## config.mk

```make
export PLATFORM = sky130hd
export DESIGN_NAME = reaction_session_controller
export DESIGN_NICKNAME = d
export VERILOG_FILES = /design/src/rtl/reaction_session_controller.sv
export SDC_FILE = /design/constraint.sdc
export NUM_CORES = 1
export LEC_CHECK = 0
export CORE_ASPECT_RATIO = 0.75
export CORE_UTILIZATION = 54
export CTS_CLUSTER_DIAMETER = 100
export CTS_CLUSTER_SIZE = 28
export DETAILED_ROUTE_END_ITERATION = 12
export HOLD_SLACK_MARGIN = 0.1
export PLACE_DENSITY = 0.81
export SLEW_MARGIN = 30
export SYNTH_ARGS = -nofsm -noshare
export SYNTH_HDL_FRONTEND = slang
export SYNTH_SLANG_ARGS = --single-unit
```

## constraint.sdc

```tcl
create_clock -name clk -period 4.15 [get_ports clk]
set_input_delay 0.83 -clock clk [delete_from_list [all_inputs] [get_ports clk]]
set_output_delay 0.83 -clock clk [all_outputs]
set_load 0.02 [all_outputs]
```

## src/rtl/reaction_session_controller.sv

```systemverilog
// rtl/reaction_session_controller.sv - multi-round reaction-time session sequencer
// Optional false-start retry behaviour is enabled by defining RTB_FALSE_START_RETRY_EN.
module reaction_session_controller #(
  parameter int ROUNDS_LOG2    = 2,
  parameter int TIME_W         = 14,
  parameter int GAP_CYCLES     = 50000,
  parameter int TIMEOUT_CYCLES = 500000
) (
  input  logic                   clk,
  input  logic                   rst,
  input  logic                   session_start,
  input  logic                   session_abort,
  output logic                   my_start,
  input  logic                   my_done,
  input  logic                   my_early,
  input  logic [TIME_W-1:0]      my_time,
  output logic                   busy,
  output logic [ROUNDS_LOG2-1:0] round_idx,
  output logic                   session_done,
  output logic [TIME_W-1:0]      last_time,
  output logic [TIME_W-1:0]      best_time,
  output logic [TIME_W-1:0]      avg_time,
  output logic [3:0]             false_starts
);

  localparam int SUM_W = TIME_W + ROUNDS_LOG2;
  localparam int TO_W  = $clog2(TIMEOUT_CYCLES + 1);
  localparam int GAP_W = $clog2(GAP_CYCLES + 1);
  localparam logic [TO_W-1:0]  TO_LOAD  = TO_W'(TIMEOUT_CYCLES - 1);
  localparam logic [GAP_W-1:0] GAP_LOAD = GAP_W'(GAP_CYCLES - 1);

  typedef enum logic [2:0] {S_IDLE, S_ARM, S_WAIT, S_GAP, S_REPORT} state_e;

  state_e                 state_q, state_d;
  logic [TO_W-1:0]        timer_q, timer_d;
  logic [GAP_W-1:0]       gap_q, gap_d;
  logic [SUM_W-1:0]       sum_q, sum_d;
  logic [ROUNDS_LOG2-1:0] round_q, round_d;
  logic [TIME_W-1:0]      last_q, last_d;
  logic [TIME_W-1:0]      best_q, best_d;
  logic [TIME_W-1:0]      avg_q, avg_d;
  logic [3:0]             false_q, false_d;
  logic                   busy_q, busy_d;
  logic                   done_q, done_d;
  logic                   start_q, start_d;
  logic                   record;
  logic [TIME_W-1:0]      rec_time;

  always_ff @(posedge clk or negedge rst) begin
    if (!rst) begin
      state_q <= S_IDLE;
      timer_q <= '0;
      gap_q   <= '0;
      sum_q   <= '0;
      round_q <= '0;
      last_q  <= '0;
      best_q  <= '0;
      avg_q   <= '0;
      false_q <= '0;
      busy_q  <= 1'b0;
      done_q  <= 1'b0;
      start_q <= 1'b0;
    end else begin
      state_q <= state_d;
      timer_q <= timer_d;
      gap_q   <= gap_d;
      sum_q   <= sum_d;
      round_q <= round_d;
      last_q  <= last_d;
      best_q  <= best_d;
      avg_q   <= avg_d;
      false_q <= false_d;
      busy_q  <= busy_d;
      done_q  <= done_d;
      start_q <= start_d;
    end
  end

  always_comb begin
    state_d  = state_q;
    timer_d  = timer_q;
    gap_d    = gap_q;
    sum_d    = sum_q;
    round_d  = round_q;
    last_d   = last_q;
    best_d   = best_q;
    avg_d    = avg_q;
    false_d  = false_q;
    busy_d   = busy_q;
    done_d   = 1'b0;
    record   = 1'b0;
    rec_time = '1;

    // Abort freezes all results; only the sequencing state is unwound.
    if (session_abort) begin
      state_d = S_IDLE;
      busy_d  = 1'b0;
    end else begin
      unique case (state_q)
        S_IDLE: if (session_start) begin
          state_d = S_ARM;
          round_d = '0;
          false_d = '0;
          sum_d   = '0;
          best_d  = '1;
          busy_d  = 1'b1;
        end
        S_ARM: begin
          timer_d = TO_LOAD;
          state_d = S_WAIT;
        end
        S_WAIT: begin
          if (my_done) begin
            if (my_early) begin
              false_d = (false_q == 4'hF) ? false_q : false_q + 4'd1;
`ifdef RTB_FALSE_START_RETRY_EN
              gap_d   = GAP_LOAD;
              state_d = S_GAP;
`else
              record  = 1'b1;
`endif
            end else begin
              record   = 1'b1;
              rec_time = my_time;
            end
          end else if (timer_q == '0) begin
            record = 1'b1;
          end else begin
            timer_d = timer_q - TO_W'(1);
          end
        end
        S_GAP: begin
          if (gap_q == '0) state_d = S_ARM;
          else             gap_d   = gap_q - GAP_W'(1);
        end
        S_REPORT: begin
          avg_d   = TIME_W'(sum_q >> ROUNDS_LOG2);
          done_d  = 1'b1;
          busy_d  = 1'b0;
          state_d = S_IDLE;
        end
        default: state_d = S_IDLE;
      endcase

      if (record) begin
        last_d = rec_time;
        if (rec_time < best_q) best_d = rec_time;
        sum_d = sum_q + SUM_W'(rec_time);
        if (round_q == '1) begin
          state_d = S_REPORT;
        end else begin
          round_d = round_q + ROUNDS_LOG2'(1);
          gap_d   = GAP_LOAD;
          state_d = S_GAP;
        end
      end
    end

    start_d = (state_d == S_ARM);
  end

  assign my_start  = start_q;
  assign busy         = busy_q;
  assign round_idx    = round_q;
  assign session_done = done_q;
  assign last_time    = last_q;
  assign best_time    = best_q;
  assign avg_time     = avg_q;
  assign false_starts = false_q;

endmodule

```

==> impl_summary.md <==
Setup path
The type of element capturing the critical path is a flip-flop. Counting cells, the worst reg-to-reg path comes to 10. Traced cell by cell, the critical path runs through clkdlybuf4s50_1 > nand3b_1 > buf_4 > nor2_1 > inv_1 > ha_1 > nand4_1 > o31ai_1 > a211o_1 > mux2i_1. The startpoint kind of the worst setup timing path is an input pin. The kind of cell with the highest combined delay along the critical path is compound AO/OA/AOI/OAI gates. Data on the critical path is required at its endpoint by 4.41 ns. The most critical setup path has its endpoint at best_time[7]. The source of the critical timing path is my_early. The cell with the biggest individual delay on the critical path is a211o_1.

The stage delay of the slowest cell on the critical path is 0.67 ns. The endpoint identified for the worst register-to-register timing path is best_time[7]. The worst setup path is of the input pin to flip-flop kind. Along the worst path, the maximum fanout reaches 14. The source of the worst register-to-register timing path is state_q[2]. The buffering stage count on the worst path with inverters included is 3. The worst register-to-register path has a setup slack of 0.66 ns.

In this run the number of cells on the critical path is 10. The critical path data arrival time is 3.85 ns.

Synthesis
The number of register bits inferred by synthesis is 105. In this run the cell area of the synthesized design comes to 0.00577 mm^2. The gate count of the mapped netlist is 606. The number of nets in the synthesized netlist is 660. After synthesis, the share of flip-flops with an asynchronous set or reset is 1.00. The count of flip-flops with a built-in enable after synthesis is 0. For this run, the leading register cell type out of synthesis is dfrtp_1.

The proportion of synthesized chip area in sequential cells is 0.456. The count of unique library cells instantiated by Yosys is 58. Yosys printed 0 warnings. The per-instance average area after synthesis is 9.52 um^2.

Floorplan
The initial standard-cell utilization of the core is 0.558. The total area inside the core boundary comes to 0.0103 mm^2. The die height is 91.5 um. The count of standard-cell rows is 32. The full die area is 0.0111 mm^2. The x dimension of the die is 121 um. The number of top-level design ports is 71.

GRT
The largest net degree at the start of global routing is 58. The via count of the first global-routing pass is 4680. For this run, the total global-route usage over all layers was measured as 0.251. The routing usage on met1 is 0.324.

The global-route wire length before repair is 21900 um. The most used routing layer in global routing is met2. The number of antenna violations at the first check in global routing is 0.

After global routing the overflow that remains totals 0. For met3 alone, demand over resource in global routing was 0.0496. The met2 capacity usage during global routing is 0.409.

Power and ir drop
After layout, the design draws a total of 3.26 mW. For this design the static power due to leakage is 3.17 nW. The largest vdd supply drop is 0.258 mV.

The power density relative to cell area is 474 mW/mm^2.

Detailed routing
After detailed routing, the number of remaining DRC violations is 0. Summed over all layers, the routed wires come to 12900 um. In the final routed layout, each cell accounts on average for 15.9 um.

The number of iterations in the first detailed-routing pass is 5. The count of nets left with antenna violations after detail routing is 0. In the routed layout, each cell is associated on average with a via count of 5.77. After the first detailed-routing iteration, the DRC count stood at 308. The total number of vias is 4687.

CTS
The clock drives 105 sinks. The CTS clock-pin slew for the worst setup and hold paths is 0.07 ns. The hold buffer count at cts is 0. The CTS tree is done.

The clock tree buffer depth is 2. The cell sitting at the root of the clock tree is a clkbuf_16. The CTS buffer count is 9. The number of H-tree levels is 3.

Post-CTS repair changed the size of 0 cells. The clock reaches the later pin of the worst-skew pair after 0.34 ns. The post-CTS repair timing setup buffer count is 0.

Layout
The repair_antennas step left the layout with diodes totalling 0. The share of final-layout standard cells stronger than drive strength 1 is 0.0812. The layout-stage area growth over the synthesis result is 19.5%.

The layout has 800 filler cells. In the final design database the tool counted 726 nets.

STA
The relative max-transition margin is 0.442. The final max-slew violation count came to 0. The final-report setup violation count is 0. The sum of negative setup slack is 0 ns.

Between clock sinks in the finished design, the worst skew comes to 0.00456 ns. After layout, the minimum clock period comes to 3.59 ns. The measured slew at the worst slew-check pin is 0.835 ns. Setup repair after global routing left no endpoint under its margin. The top achievable clock speed is 0.279 GHz.

Dividing the final minimum period by the clock period gives 0.865. The final count of hold timing violations came to 0.

Placed design
The count of input and output buffers is 70. After legalization and detailed placement, the total HPWL measured 9550 um. The last weighted congestion value of the routability-driven placer is 0.967.

Status
The flow ran to the end, and the final reports show no timing, DRC or antenna violations.

Hold path
The path class of the tightest hold or removal check is input pin to asynchronous set/reset pin.

Flow run
Max-cap violations in this run came to 0.
cell families after synthesis:
group / Yosys count / synth area share
compound gates: 120 / 0.134
xor+xnor: 31 / 0.0471
fa+ha+maj: 34 / 0.0751
buf+inv: 64 / 0.0471
flops: 105 / 0.456
mux: 30 / 0.0551
simple gates: 222 / 0.187
per-layer routing:
layer,vias to the layer above,share of wire
met2,165,0.48
met1,2231,0.44
li1,2255,-
met4,0,0.030
met5,-,0
met3,36,0.048
placed cells by master, fill, tap and decap left out, types with 3 or more instances in the layout:
| cell type | n |
|---|---|
| or2_2 | 3 |
| a21oi_1 | 26 |
| dfrtp_1 | 105 |
| buf_4 | 12 |
| o21ai_0 | 46 |
| a21o_1 | 9 |
| nor2_1 | 75 |
| ha_1 | 33 |
| or3_1 | 6 |
| o211ai_1 | 5 |
| o21a_1 | 4 |
| and3_1 | 3 |
| a31oi_1 | 5 |
| nor4_1 | 9 |
| clkbuf_8 | 3 |
| nand4_1 | 8 |
| nand3_1 | 29 |
| or3b_2 | 3 |
| clkdlybuf4s50_1 | 69 |
| xnor2_1 | 11 |
| nand2_1 | 56 |
| mux2i_1 | 16 |
| inv_1 | 38 |
| nor3_1 | 9 |
| o31ai_1 | 5 |
| nand2b_1 | 4 |
| xor2_1 | 20 |
| mux2_2 | 14 |
| or4_1 | 5 |
| clkbuf_16 | 9 |
through the flow:
stage                util  instances  worst slack [ns]  instance area [um^2]  hold WS (ns)
floorplan               -        606             0.903                  5770         0.439
global placement    0.639        797             0.366                  6600         0.463
detailed placement  0.639        797             0.207                  6600         0.473
CTS                 0.667        813             0.566                  6890         0.410
global route        0.667        813             0.380                  6890         0.414
finish              0.667        813             0.561                  6890         0.395
flip-flops by register name, summed over array words and instances, names as in the netlist:
name	flops
avg_time	14
last_time	14
busy	1
false_starts	4
best_time	14
my_start	1
sum_q	16
gap_q	16
round_idx	2
session_done	1
state_q	3
timer_q	19
synthesized netlist by cell type, drive strengths merged, types with 4 or more instances:
master	instances	area, um^2
xnor2	11	96.3
mux2	14	158
or3	6	37.5
a21o	9	67.6
xor2	20	175
dfrtp	105	2630
nor4	9	56.3
nand2	56	210
a21oi	26	130
nor3	9	45.0
inv	38	143
o21a	4	30.0
or4	6	48.8
ha	33	413
clkbuf	16	60.1
nand2b	4	25.0
buf	10	68.8
mux2i	16	160
a31oi	5	31.3
nand4	8	50.1
nor2	75	282
o31ai	5	37.5
o211ai	5	37.5
o21ai	46	230
nand3	29	145
area by class of cell:
class / count / area [um^2] / area share
Inverter: 38 / 143 / 0.0207
Sequential cell: 105 / 2630 / 0.381
Tap cell: 136 / 170 / 0.0247
Timing Repair Buffer: 81 / 781 / 0.113
Clock inverter: 3 / 23.8 / 0.00345
Multi-Input combinational cell: 437 / 2880 / 0.417
Clock buffer: 13 / 270 / 0.0392
power breakdown:
part           internal, mW  leakage (nW)  switching (mW)
sequential             1.17          1.26           0.131
combinational         0.520          1.77           0.623
clock                 0.457         0.138           0.362
total                  2.15          3.17            1.12
worst reg2reg max path, stage by stage (launching register included):
cell      delay (ns)
dfrtp_1         0.54
nor3b_4         0.33
nand3b_1        0.30
buf_4           0.28
nor2_1          0.20
inv_1           0.12
ha_1            0.33
nand4_1         0.10
o31ai_1         0.27
a211o_1         0.67
mux2i_1         0.27
how the worst min path moves through the flow:
stage                  from  slack, ns       endpoint  depth (start not counted)
2_1_floorplan     sum_q[15]       0.44      sum_q[15]                          1
3_3_place_gp      sum_q[15]       0.46      sum_q[15]                          1
3_5_place_dp   last_time[0]       0.47   last_time[0]                          2
4_1_cts                 rst       0.41  last_time[13]                          1
5_1_grt                 rst       0.41  last_time[13]                          1
6_report                rst       0.39  last_time[13]                          1
Power figures use the tool's default switching activity.
